===== src/rtl/enigma_ascii_out.sv =====
// Enigma 6-bit code to ASCII converter: two-stage registered mapping feeding
// an output FIFO with ready/valid handshake, character counter and sticky overflow.
module enigma_ascii_out #(
   parameter int DEPTH = 8,
   parameter int CNT_W = 17
) (
   input  logic             clk,
   input  logic             srst,
   input  logic [5:0]       code_in,
   input  logic             code_valid,
   input  logic             clr,
   output logic [7:0]       ascii_out,
   output logic             ascii_valid,
   input  logic             ascii_ready,
   output logic [CNT_W-1:0] char_cnt,
   output logic             fifo_full,
   output logic             overflow
);

   // state      | meaning
   // ST_EMPTY   | occupancy == 0, nothing to present
   // ST_PARTIAL | 0 < occupancy < DEPTH
   // ST_FULL    | occupancy == DEPTH, pushes dropped unless popping
   localparam logic [1:0] ST_EMPTY   = 2'd0;
   localparam logic [1:0] ST_PARTIAL = 2'd1;
   localparam logic [1:0] ST_FULL    = 2'd2;

   localparam int          AW       = $clog2(DEPTH);
   localparam logic [AW:0] FULL_CNT = (AW+1)'(DEPTH);

   function automatic logic [7:0] map_code(input logic [5:0] c);
      logic [7:0] c8;
      c8 = {2'b00, c};
      if (c8 < 8'd26)      return 8'h61 + c8;
      else if (c8 < 8'd52) return 8'h41 + (c8 - 8'd26);
      else if (c8 < 8'd62) return 8'h30 + (c8 - 8'd52);
      else if (c8 == 8'd62) return 8'h20;
      else                 return 8'h0A;
   endfunction

   logic [5:0]       code_q;
   logic             vld_q;
   logic [7:0]       byte_q;
   logic             bvld_q;
   logic [7:0]       mem_q [DEPTH];
   logic [AW-1:0]    rd_q, wr_q;
   logic [AW:0]      occ_q, occ_d;
   logic [1:0]       state_q, state_d;
   logic             ovf_q;
   logic [CNT_W-1:0] cnt_q;
   logic             pop, wr_en, drop, flush;

   assign flush       = srst | clr;
   assign ascii_valid = (state_q != ST_EMPTY);
   assign fifo_full   = (state_q == ST_FULL);
   assign ascii_out   = ascii_valid ? mem_q[rd_q] : 8'h00;
   assign char_cnt    = cnt_q;
   assign overflow    = ovf_q;

   always_comb begin
      pop   = ascii_valid & ascii_ready;
      wr_en = bvld_q & ((state_q != ST_FULL) | pop);
      drop  = bvld_q & (state_q == ST_FULL) & ~pop;
      occ_d = occ_q;
      if (wr_en && !pop)      occ_d = occ_q + 1'b1;
      else if (!wr_en && pop) occ_d = occ_q - 1'b1;
      state_d = ST_PARTIAL;
      if (occ_d == '0)            state_d = ST_EMPTY;
      else if (occ_d == FULL_CNT) state_d = ST_FULL;
   end

   always_ff @(posedge clk) begin
      if (flush) begin
         code_q  <= '0;
         vld_q   <= 1'b0;
         byte_q  <= '0;
         bvld_q  <= 1'b0;
         rd_q    <= '0;
         wr_q    <= '0;
         occ_q   <= '0;
         state_q <= ST_EMPTY;
         ovf_q   <= 1'b0;
         cnt_q   <= '0;
      end else begin
         code_q  <= code_in;
         vld_q   <= code_valid;
         byte_q  <= map_code(code_q);
         bvld_q  <= vld_q;
         occ_q   <= occ_d;
         state_q <= state_d;
         if (wr_en) wr_q <= wr_q + 1'b1;
         if (pop)   rd_q <= rd_q + 1'b1;
         if (drop)  ovf_q <= 1'b1;
         // Dropped codes still count; counter sticks at all-ones.
         if (vld_q && (cnt_q != '1)) cnt_q <= cnt_q + 1'b1;
      end
   end

   always_ff @(posedge clk) begin
      if (!flush && wr_en) mem_q[wr_q] <= byte_q;
   end

endmodule


===== config.mk =====
export PLATFORM = sky130hd
export DESIGN_NAME = enigma_ascii_out
export DESIGN_NICKNAME = d
export VERILOG_FILES = /design/src/rtl/enigma_ascii_out.sv
export SDC_FILE = /design/constraint.sdc
export NUM_CORES = 1
export LEC_CHECK = 0
export ABC_CLOCK_PERIOD_IN_PS = 2150
export CORE_UTILIZATION = 40
export DETAILED_ROUTE_END_ITERATION = 8
export PLACE_DENSITY = 0.65
export SKIP_LAST_GASP = 1
export SLEW_MARGIN = 40
export SYNTH_ARGS = -nofsm -noshare
export SYNTH_HDL_FRONTEND = slang
export SYNTH_SLANG_ARGS = --single-unit

===== constraint.sdc =====
create_clock -name clk -period 2.15 [get_ports clk]
set_input_delay 0.215 -clock clk [delete_from_list [all_inputs] [get_ports clk]]
set_output_delay 0.215 -clock clk [all_outputs]
set_load 0.02 [all_outputs]

==> flow_metrics.env <==
export IMPL_status="completed"
export IMPL_crit_path_end_kind="output port"
export IMPL_drtIter0Drc=129
export IMPL_ant_nets=0
export IMPL_cts_buffer_depth=2
export IMPL_fp_dieH_um=112.5
export IMPL_synthMuxAreaShare_pct=10.47
export IMPL_grt_pass1_vias=3011
export IMPL_grt_pass1_wl_um=15100
export IMPL_insertion_delay_ns=0.41
export IMPL_syn_to_final_growth_pct=25.10
export IMPL_fillers=991
export IMPL_dieArea_sq_um=12660
export IMPL_hp_class="in2reg"
export IMPL_die_w_um=112.5
export IMPL_routed_via_count=3090
export IMPL_fin_skew_ns=0.01078
export IMPL_cts_sinks=113
export IMPL_firstDrtPassIters=4
export IMPL_fin_tns_setup_ns=0
export IMPL_yosys_warnings=0
export IMPL_grt_max_degree=18
export IMPL_crit_required_ns=1.93
export IMPL_seq_area_frac_synth_pct=59.41
export IMPL_setup_viol=0
export IMPL_antenna_found_initial=0
export IMPL_fmax_ghz=0.4935
export IMPL_hold_violations=0
export IMPL_globalRouteOverflowTotal=0
export IMPL_place_gp_congestion=0.8679
export IMPL_post_cts_buffers=0
export IMPL_rsz0062_at_grt="true"
export IMPL_synth_cell_type_count=50
export IMPL_cts_root_buffer="clkbuf_16"
export IMPL_ys_seq_elements=113
export IMPL_synth_top_family_by_area="simple AND/OR/NAND/NOR gates"
export IMPL_routedWlPerCell_um=15.14
export IMPL_io_pins=39
export IMPL_layout_drive_gt1_share_pct=21.34
export IMPL_post_route_drc_count=0
export IMPL_synthTopCellsByArea="edfxtp_1, dfxtp_1, mux4_2"
export IMPL_min_period_over_period_pct=94.25
export IMPL_crit_chain="buf_8 > mux4_2 > mux2i_1 > nor2_1 > buf_2"
export IMPL_cts_htree_levels=4
export IMPL_dpl_cell_area_sq_um=5574
export IMPL_dp_hpwl_um=6201
export IMPL_synth_top_area_cell="edfxtp_1"
export IMPL_wl_um=9249
export IMPL_avgSynthCellArea_sq_um=12.69
export IMPL_finalMaxSlewViolations=0
export IMPL_synth_nets=411
export IMPL_antenna_diode_count=0
export IMPL_start_kind="flop"
export IMPL_cts_tree="done"
export IMPL_synthSimpleGateAreaFrac_pct=13.65
export IMPL_num_rows=40
export IMPL_cts_buffers=17
export IMPL_maxSlewHeadroom_pct=67.81
export IMPL_synthXorXnorAreaFrac_pct=4.661
export IMPL_vias_per_cell=5.057
export IMPL_p_leak_nw=2.156
export IMPL_async_flop_share_pct=0
export IMPL_start_util_pct=40.85
export IMPL_worstPathArrival_ns=1.81
export IMPL_synth_ff_type="edfxtp_1"
export IMPL_synth_edff_count=64
export IMPL_synth_cells=385
export IMPL_core_sq_um=11960
export IMPL_postCtsHoldBufs=0
export IMPL_power_density_nw_per_um2=800.9
export IMPL_ir_drop_uv=500.0
export IMPL_final_area_sq_um=6112
export IMPL_syn_area_sq_um=4886
export IMPL_maxCapViolCount=0
export IMPL_cp_slowest_stage_delay_ns=0.49
export IMPL_path_clk_slew_ns=0.05
export IMPL_final_nets=477
export IMPL_worst_pin_slew_ns=0.4822
export IMPL_fin_crit_ns=2.026
export IMPL_slowest_stage="mux4_2"
export IMPL_crit_type="reg2out"
export IMPL_yosys_area_top_type_share_pct=39.33
export IMPL_synth_compound_area_share_pct=5.403
export IMPL_worstPathMaxFanout=5
export IMPL_grt_usage_pct=15.79
export IMPL_synthAdderAreaFrac_pct=3.841
export IMPL_place_port_buffers=38
==> timing repair <==
item | in CTS | in global routing
endpoints found under the setup margin | 8 | 14
resized for setup | 26 | 16
pin swaps | 0 | 2
cloned | 1 | 0
==> layout by cell type, fill, tap and decap left out, drive strengths merged, types with 4 or more instances in the layout <==
master / count
a21oi: 13
a31oi: 4
and2: 11
buf: 29
clkbuf: 24
clkdlybuf4s50: 29
clkinv: 5
clkinvlp: 6
dfxtp: 49
edfxtp: 64
ha: 15
inv: 14
mux2i: 14
mux4: 16
nand2: 18
nand2b: 4
nand3: 13
nand4: 8
nor2: 49
nor3: 8
o21ai: 8
xnor2: 17
xor2: 9
==> stage by stage <==
| stage | hold WS (ns) | total power [mW] | cells | setup WS [ns] | util (%) |
|---|---|---|---|---|---|
| after floorplan | 0.3367 | 2.444 | 385 | 0.03560 | - |
| final | 0.3649 | 4.895 | 611 | 0.1235 | 51.10 |
| after global routing | 0.3683 | 5.060 | 611 | -0.04523 | 51.10 |
| after CTS | 0.3521 | 4.937 | 611 | -0.005854 | 51.14 |
| after detailed placement | 0.4663 | 2.506 | 578 | 0.04781 | 46.60 |
| after global placement | 0.4709 | 2.502 | 578 | 0.08386 | 46.60 |
==> Yosys cell counts, types with 2 or more instances <==
master and n:
and4_1 2, buf_1 2, o211a_1 2, ha_1 15, xnor2_1 17, nand3_1 12, or2_2 2, edfxtp_1 64
a31oi_1 4, and3_1 2, inv_1 12, or3_1 3, mux4_2 16, nor2_1 48, buf_2 7, nand4_1 8
o211ai_1 3, buf_4 2, nor3b_1 2, a21oi_1 13, nand2b_1 4, xor2_1 9, and2_1 11, nor4_1 2
clkbuf_1 6, nor3_1 8, a21o_1 3, o21ai_1 2, nand2_1 18, mux2i_1 14, dfxtp_1 49, o21ai_0 5
==> final timing paths <==
kind / cells after the start / startpoint / slack [ns] / endpoint
max: 5 / flop / 0.12 / ascii_out[3]
min: 2 / code_in[5] / 0.36 / code_q[5]
max reg2reg: 9 / char_cnt[8] / 0.13 / char_cnt[15]
min reg2reg: 2 / overflow / 0.48 / overflow
==> area by class of cell <==
type / count / area [sq um] / area share [%]
clock buffer: 19 / 432.9 / 7.083
clock inverter: 13 / 90.09 / 1.474
inverter: 12 / 45.04 / 0.7370
multi-input combinational: 243 / 1883 / 30.81
sequential: 113 / 2912 / 47.64
tap: 147 / 183.9 / 3.009
timing repair buffer: 64 / 565.5 / 9.253
==> flip-flops by register name, summed over array words and instances, names as in the netlist, 2 cells and up, named ones only <==
signal and count:
byte_q 8, char_cnt 17, code_q 6, mem_q 64, occ_q 4, rd_q 3, state_q 2, wr_q 3
==> metal layers <==
layer	up-vias	GRT usage [%]	share of wire [%]
met1	1449	19.75	45
li1	1537	-	-
met4	0	7.644	2.3
met5	-	0	0
met3	22	3.510	4.9
met2	82	26.00	48
==> power breakdown <==
part | switching [mW] | leakage [nW] | internal (mW)
registers | 0.0264 | 1.00 | 2.29
clock network | 0.975 | 0.239 | 1.46
logic | 0.0721 | 0.915 | 0.0685
==> critical path: cells and delay by family (launching register included) <==
kind | cells | cell delay, ns
buffers and inverters | 2 | 0.30
DFF | 1 | 0.39
muxes | 2 | 0.68
and+or+nand+nor | 1 | 0.06
==> kinds of logic after synthesis <==
logic type,count (synthesis)
simple gates,131
buf+inv,29
fa+ha+maj,15
compound gates,40
mux,31
flops,113
xor+xnor,26
(Power assumes the default switching activity.)
